**src/rtl/alu_multicycle.sv**
```systemverilog
// Registered execute-stage ALU: single-cycle logic/arith/compare ops plus WIDTH-cycle
// shift-add multiply and restoring divide. Define ALU_OVERFLOW_EN to add the Overflow output.
module alu_multicycle #(
  parameter int WIDTH  = 32,
  parameter int CTRL_W = 4
) (
  input  logic              clk,
  input  logic              rst,
  input  logic              start,
  input  logic [CTRL_W-1:0] ALUControl,
  input  logic [WIDTH-1:0]  SrcA,
  input  logic [WIDTH-1:0]  SrcB,
  output logic              busy,
  output logic              done,
  output logic [WIDTH-1:0]  ALUResult,
  output logic              Zero
`ifdef ALU_OVERFLOW_EN
  ,
  output logic              Overflow
`endif
);

  localparam int CNT_W = $clog2(WIDTH + 1);

  localparam logic [CTRL_W-1:0] OP_AND  = CTRL_W'(4'b0000);
  localparam logic [CTRL_W-1:0] OP_OR   = CTRL_W'(4'b0001);
  localparam logic [CTRL_W-1:0] OP_ADD  = CTRL_W'(4'b0010);
  localparam logic [CTRL_W-1:0] OP_NOR  = CTRL_W'(4'b0011);
  localparam logic [CTRL_W-1:0] OP_SUB  = CTRL_W'(4'b0100);
  localparam logic [CTRL_W-1:0] OP_MUL  = CTRL_W'(4'b0101);
  localparam logic [CTRL_W-1:0] OP_SLTU = CTRL_W'(4'b0110);
  localparam logic [CTRL_W-1:0] OP_SLT  = CTRL_W'(4'b0111);
  localparam logic [CTRL_W-1:0] OP_XOR  = CTRL_W'(4'b1000);
  localparam logic [CTRL_W-1:0] OP_DIVU = CTRL_W'(4'b1001);
  localparam logic [CTRL_W-1:0] OP_REMU = CTRL_W'(4'b1010);

  typedef enum logic {IDLE, RUN} state_t;

  state_t            state_q;
  logic [CTRL_W-1:0] op_q;
  logic [WIDTH-1:0]  opa_q;    // MUL: shifted multiplicand; DIV: dividend shifting into quotient
  logic [WIDTH-1:0]  opb_q;    // MUL: multiplier shifting right; DIV: constant divisor
  logic [WIDTH-1:0]  acc_q;    // MUL: partial product; DIV: partial remainder
  logic [CNT_W-1:0]  cnt_q;
  logic [WIDTH-1:0]  result_q;
  logic              done_q;

  logic [WIDTH-1:0]  fast_d;
  logic              fast_ovf_d;
  logic [WIDTH-1:0]  sum_d;
  logic [WIDTH-1:0]  diff_d;
  logic              iter_op_d;

  logic [WIDTH-1:0]  mul_acc_d;
  logic [WIDTH:0]    div_shift_d;
  logic              div_ok_d;
  logic [WIDTH-1:0]  div_rem_d;
  logic [WIDTH-1:0]  div_quo_d;
  logic [WIDTH-1:0]  iter_result_d;

  // Single-cycle result straight from the ports so it lands on the accepting edge.
  always_comb begin
    sum_d      = SrcA + SrcB;
    diff_d     = SrcA - SrcB;
    fast_d     = '0;
    fast_ovf_d = 1'b0;
    iter_op_d  = (ALUControl == OP_MUL) || (ALUControl == OP_DIVU) ||
                 (ALUControl == OP_REMU);
    case (ALUControl)
      OP_AND:  fast_d = SrcA & SrcB;
      OP_OR:   fast_d = SrcA | SrcB;
      OP_ADD: begin
        fast_d     = sum_d;
        fast_ovf_d = (SrcA[WIDTH-1] == SrcB[WIDTH-1]) && (sum_d[WIDTH-1] != SrcA[WIDTH-1]);
      end
      OP_NOR:  fast_d = ~(SrcA | SrcB);
      OP_SUB: begin
        fast_d     = diff_d;
        fast_ovf_d = (SrcA[WIDTH-1] != SrcB[WIDTH-1]) && (diff_d[WIDTH-1] != SrcA[WIDTH-1]);
      end
      OP_SLTU: fast_d = {{(WIDTH-1){1'b0}}, (SrcA < SrcB)};
      OP_SLT:  fast_d = {{(WIDTH-1){1'b0}}, ($signed(SrcA) < $signed(SrcB))};
      OP_XOR:  fast_d = SrcA ^ SrcB;
      default: fast_d = '0;
    endcase
  end

  // One iteration of shift-add multiply and restoring divide.
  always_comb begin
    mul_acc_d   = acc_q + (opb_q[0] ? opa_q : '0);
    div_shift_d = {acc_q, opa_q[WIDTH-1]};
    div_ok_d    = (div_shift_d >= {1'b0, opb_q});
    div_rem_d   = div_ok_d ? WIDTH'(div_shift_d - {1'b0, opb_q}) : div_shift_d[WIDTH-1:0];
    div_quo_d   = {opa_q[WIDTH-2:0], div_ok_d};
    if (op_q == OP_MUL) begin
      iter_result_d = mul_acc_d;
    end else if (op_q == OP_DIVU) begin
      iter_result_d = div_quo_d;
    end else begin
      iter_result_d = div_rem_d;
    end
  end

`ifdef ALU_OVERFLOW_EN
  logic ovf_q;
`endif

  always_ff @(posedge clk) begin
    if (rst) begin
      state_q  <= IDLE;
      op_q     <= '0;
      opa_q    <= '0;
      opb_q    <= '0;
      acc_q    <= '0;
      cnt_q    <= '0;
      result_q <= '0;
      done_q   <= 1'b0;
`ifdef ALU_OVERFLOW_EN
      ovf_q    <= 1'b0;
`endif
    end else begin
      done_q <= 1'b0;
      case (state_q)
        IDLE: begin
          if (start) begin
            op_q <= ALUControl;
            if (iter_op_d) begin
              state_q <= RUN;
              cnt_q   <= CNT_W'(WIDTH);
              opa_q   <= SrcA;
              opb_q   <= SrcB;
              acc_q   <= '0;
            end else begin
              result_q <= fast_d;
              done_q   <= 1'b1;
`ifdef ALU_OVERFLOW_EN
              ovf_q    <= fast_ovf_d;
`endif
            end
          end
        end
        RUN: begin
          cnt_q <= cnt_q - 1'b1;
          if (op_q == OP_MUL) begin
            acc_q <= mul_acc_d;
            opa_q <= {opa_q[WIDTH-2:0], 1'b0};
            opb_q <= {1'b0, opb_q[WIDTH-1:1]};
          end else begin
            acc_q <= div_rem_d;
            opa_q <= div_quo_d;
          end
          if (cnt_q == CNT_W'(1)) begin
            state_q  <= IDLE;
            result_q <= iter_result_d;
            done_q   <= 1'b1;
`ifdef ALU_OVERFLOW_EN
            ovf_q    <= 1'b0;
`endif
          end
        end
        default: state_q <= IDLE;
      endcase
    end
  end

  assign busy      = (state_q == RUN);
  assign done      = done_q;
  assign ALUResult = result_q;
  assign Zero      = (result_q == '0);
`ifdef ALU_OVERFLOW_EN
  assign Overflow  = ovf_q;
`else
  logic unused_ovf;
  assign unused_ovf = fast_ovf_d;
`endif

endmodule
```
**config.mk**
```make
export PLATFORM = sky130hd
export DESIGN_NAME = alu_multicycle
export DESIGN_NICKNAME = d
export VERILOG_FILES = /design/src/rtl/alu_multicycle.sv
export SDC_FILE = /design/constraint.sdc
export NUM_CORES = 1
export LEC_CHECK = 0
export ABC_CLOCK_PERIOD_IN_PS = 3500
export CAP_MARGIN = 20
export CORE_MARGIN = 4
export CORE_UTILIZATION = 47
export CTS_CLUSTER_SIZE = 25
export DETAILED_ROUTE_END_ITERATION = 7
export PLACE_DENSITY = 0.8
export SYNTH_ARGS = -nofsm -noshare
export SYNTH_HDL_FRONTEND = slang
export SYNTH_SLANG_ARGS = --single-unit
export TNS_END_PERCENT = 30
```
**constraint.sdc**
```tcl
create_clock -name clk -period 3.5 [get_ports clk]
set_input_delay 0.7 -clock clk [delete_from_list [all_inputs] [get_ports clk]]
set_output_delay 0.7 -clock clk [all_outputs]
set_load 0.02 [all_outputs]
```
# == Word level (Yosys, flattened, before mapping) ==
# Cells that the tools add are included.
# totals
elab_cells,79
ramBits,0
mem_bits_ro,0
latchBits,0
regBits,140
memories,0
# classes
reduce_logical,8
muxes,32
n_bitwise,5
n_eq_ne,18
magnitude_cmp,3
mul,0
shift,0
add_sub_neg,5
div_mod_pow,0
# ops
op,n
32-bit 2-to-1 mux,15
32-bit case mux with 2 select lines,4
32-bit case mux with 8 select lines,1
32-bit adder,2
32-bit < comparator,2
32-bit subtractor,2
33-bit by 32-bit >= comparator with 1-bit output,1
32-bit AND,1
32-bit zero test,1
32-bit NOT,1
32-bit OR,1
32-bit bitwise XOR,1
"4-bit by 3-bit == test with 1-bit output, second input constant",5
"4-bit == test, second input constant",4
6-bit 2-to-1 mux,2
6-bit case mux with 2 select lines,1
"4-bit by 2-bit == test with 1-bit output, second input constant",2
1-bit 2-to-1 mux,7
"6-bit by 1-bit == test with 1-bit output, second input constant",1
"2-bit inequality test, second input constant",3
3-bit AND reduction,2
"6-bit by 1-bit subtractor with 6-bit output, second input constant",1
"4-bit by 1-bit == test with 1-bit output, second input constant",1
4-bit zero test,1
other kinds (5),9

# == Depth between registers and ports, before layout ==
# depth
ltp_word,6
ltp_mapped,15
ltp_nobuf,14

# == Worst setup path after synthesis ==
# Ideal clock, no wire load.
# synth_timing
path_kind,input to register
from,input port SrcA[0]
to,"register result_q[30], in the netlist ALUResult[30]"
path_slack_ns,0.132
stages,14
required_time_ns,3.409
setup_time_ns,0.091
arrival_time_ns,3.277
path_cell_list,inv_1 -> ha_1 -> inv_1 -> fa_1 -> nor2b_1 -> o211ai_1 -> a31oi_1 -> o211ai_1 -> nand3_1 -> a211oi_1 -> o21ai_0 -> a221o_1 -> o311a_1 -> a311oi_1
# synth_between
elab_chain_cells,5
word_cells_on_any_way,6
cone_classes,add/sub (2); mux (4)
# synth_lines
element,line,text
"start, declared",11,"input logic [WIDTH-1:0] SrcA,"
32-bit subtractor or 32-bit adder (tied branches),"64, 63",
32-bit case mux with 8 select lines (*),69,case (ALUControl)
32-bit 2-to-1 mux (*),127,if (iter_op_d) begin
32-bit 2-to-1 mux (*),125,if (start) begin
32-bit case mux with 2 select lines (*),123,case (state_q)
"end signal, assigned",134,result_q <= fast_d;
"end signal, assigned",154,result_q <= iter_result_d;
"end, declared",45,logic [WIDTH-1:0] result_q;
# Every way passes the cells marked *; elsewhere a longest branch is shown, timed or not. The select of a mux whose other input is x is not followed.
# A chain may end at the register's enable or synchronous reset.

# == Final worst setup path ==
# layout_timing
from,"register result_q[17], in the netlist ALUResult[17]"
to,output port Zero
# layout_between
elab_chain_cells,1
# layout_lines
element,line,text
32-bit zero test,169,assign Zero = (result_q == '0);
"end, declared",16,output logic Zero
# Every way passes these cells.

==> flow_metrics.env <==
export IMPL_async_flop_share_pct=0
export IMPL_numPortBuffers=105
export IMPL_place_ws_ps=-981
export IMPL_final_fill_count=2809
export IMPL_crit_fanout=3
export IMPL_violations="DRC"
export IMPL_die_area_um2=36500
export IMPL_insertion_delay_ps=440
export IMPL_crit_type="flip-flop to output port"
export IMPL_fin_util_pct=65.1
export IMPL_rows=66
export IMPL_core_region_area_um2=32800
export IMPL_drc=3
export IMPL_synth_seq_cells=140
export IMPL_setup_violations=0
export IMPL_p_seq_share_pct=24.6
export IMPL_grt_usage_pct=35.0
export IMPL_ir_drop_mv=0.369
export IMPL_grt_max_degree=68
export IMPL_clock_power_share_pct=27.1
export IMPL_netlist_instances=2179
export IMPL_timing_fmax_ghz=0.290
export IMPL_ys_warn_count=0
export IMPL_final_max_slew_viol_count=0
export IMPL_final_nets=2778
export IMPL_gp_congestion=1.05
export IMPL_p_comb_share_pct=48.3
export IMPL_gr_total_overflow=0
export IMPL_run_status="finished with violations"
export IMPL_seq_area_frac_synth_pct=17.8
export IMPL_slew_headroom_pct=46.2
export IMPL_synth_edf_count=0
export IMPL_swShare_pct=39.5
export IMPL_clkSinkCount=140
export IMPL_initial_core_util_pct=48.0
export IMPL_cts_tree="built"
export IMPL_cp_required_ps=2800
export IMPL_worstPathArrival_ps=2750
export IMPL_synth_area_um2=15700
export IMPL_synth_cell_types=76
export IMPL_initialDrtViolationCount=2509
export IMPL_cp_end_kind="output port"
export IMPL_synth_flop_cell="dfxtp_1"
export IMPL_intPower_mw=4.50
export IMPL_maxCapViolations=0
export IMPL_syn_avg_cell_area_um2=7.22
export IMPL_leakagePower_nw=9.16
export IMPL_diodes=0
export IMPL_avgViaCountPerCell=6.41
export IMPL_hold_class="flip-flop to flip-flop"
export IMPL_drt_wl_total_um=67700
export IMPL_timing_final_crit_share_pct=98.7
export IMPL_antenna_found_initial=2
export IMPL_firstDrtPassIters=8
export IMPL_tightest_slew_ps=807
export IMPL_num_io_pins=106
export IMPL_final_cell_mix="buf_4 (369), nor2_1 (279), a21oi_1 (149)"
export IMPL_routedWlPerCell_um=22.6
export IMPL_syn_to_final_growth_pct=35.6
export IMPL_cts_buffer_depth=2
export IMPL_setup_ws_ps=45.8
export IMPL_hold_violations=0
export IMPL_drive_gt1_share_pct=22.3
export IMPL_hpwl_um=51200
export IMPL_post_route_min_period_ps=3450
export IMPL_start_kind="flip-flop"
export IMPL_clkSlewWorstSetupHoldPaths_ps=70
export IMPL_fp_dieH_um=191
export IMPL_r2r_slack_ps=70
export IMPL_switchingPower_mw=2.94
export IMPL_clock_skew_ps=11.2
export IMPL_via_count=19200
export IMPL_htree_levels=4
export IMPL_fp_dieW_um=191
export IMPL_layout_commonest_cell="buf_4"
export IMPL_cts_buffers=17
export IMPL_power_density_nw_per_um2=348
export IMPL_grt_pass1_wl_um=102000
export IMPL_ant_nets=0
export IMPL_rsz0062_at_grt="true"
export IMPL_cts_root_buf="clkbuf_16"
export IMPL_syn_num_nets=2419
export IMPL_grt_pass1_vias=18500
==> layout make-up <==
class / instances / area [µm²] / area share, %
timing repair buffer: 492 / 4150 / 19.4
sequential: 140 / 2810 / 13.2
clock inverter: 12 / 169 / 0.791
clock buffer: 20 / 468 / 2.19
multi-input combinational: 1743 / 12700 / 59.3
tap: 442 / 553 / 2.59
inverter: 144 / 541 / 2.53
==> registers in the layout (all words and copies together), names as in the netlist <==
name       count
ALUResult     32
op_q           4
done           1
cnt_q          6
busy           1
acc_q         32
opb_q         32
opa_q         32
==> stage by stage <==
step	instances	cell area [µm²]	TNS [ps]	total power, mW	hold slack (ps)
after CTS	2986	20700	-66.4	7.16	487
after detailed placement	2950	19800	-15180	5.11	473
after global placement	2950	19800	-13630	5.06	460
after floorplan	2179	15700	0	3.68	444
after global routing	2993	21300	-505	7.74	505
final	2993	21300	0	7.44	497
==> cells in the mapped netlist, types with 15 or more instances <==
cell | instances | area share [%]
xnor2_1 | 63 | 3.5
nand2b_1 | 26 | 1.0
inv_1 | 144 | 3.4
nor4_1 | 21 | 0.83
a222oi_1 | 36 | 2.3
nor3_1 | 48 | 1.5
a211oi_1 | 71 | 3.4
o22ai_1 | 15 | 0.60
nand4_1 | 18 | 0.72
nand2_1 | 143 | 3.4
clkbuf_1 | 127 | 3.0
a221oi_1 | 23 | 1.3
a311oi_1 | 15 | 0.83
nor2_1 | 283 | 6.7
and2_1 | 40 | 1.6
a21oi_1 | 164 | 5.2
dfxtp_1 | 140 | 18
a21o_1 | 40 | 1.9
a31oi_1 | 34 | 1.4
o21a_1 | 21 | 1.0
nor2b_1 | 22 | 0.87
ha_1 | 165 | 13
nand3_1 | 37 | 1.2
a22oi_1 | 35 | 1.7
o21ai_0 | 102 | 3.2
mux2i_1 | 54 | 3.4
xor2_1 | 28 | 1.6
o211ai_1 | 30 | 1.4
o21bai_1 | 23 | 1.1
==> timing repair <==
item,in CTS,in global routing
pin swaps,15,44
endpoints found under the setup margin,24,44
hold buffers,0,0
setup buffers,5,8
gates resized for setup,58,135
==> power groups by stage <==
stage	logic, mW	clock network (mW)	registers [mW]
after floorplan	1.83	0	1.85
after detailed placement	3.27	0	1.85
after CTS	3.34	2.01	1.82
final	3.59	2.02	1.83
after global routing	3.83	2.08	1.83
after global placement	3.21	0	1.85
==> path summary, 6_finish.rpt <==
check,to,depth (start not counted),start
worst max-delay path,Zero,4,ALUResult[17]
worst min-delay path,cnt_q[5],1,cnt_q[5]
worst min register to register,cnt_q[5],1,cnt_q[5]
worst max register to register,ALUResult[21],15,opb_q[7]
==> per-layer routing <==
| metal | GRT usage, % | vias to the layer above | part of all wire [%] |
|---|---|---|---|
| met5 | 0 | - | 0 |
| met4 | 21.9 | 0 | 8.0 |
| met3 | 5.11 | 315 | 8.8 |
| met2 | 56.8 | 1210 | 45 |
| met1 | 43.7 | 8947 | 39 |
| li1 | - | 8700 | - |
==> critical path, stage by stage, from the launching register on <==
cell and delay [ps]:
dfxtp_1 370, nor4_1 590, nand4_1 480, nor2_1 230, clkdlybuf4s50_1 640
==> kinds of logic (layout without fill, tap and decap cells) <==
logic type               after synthesis  count (layout)  synth area share (%)
adder cells (fa/ha/maj)              169             169                  13.6
buffers and inverters                296             668                  7.29
AO/OA/AOI/OAI                        730             730                  32.1
AND/OR/NAND/NOR                      698             698                  20.6
multiplexers                          55              55                  3.53
XOR/XNOR                              91              91                  5.06
flip-flops                           140             140                  17.8
(Power assumes the default switching activity.)
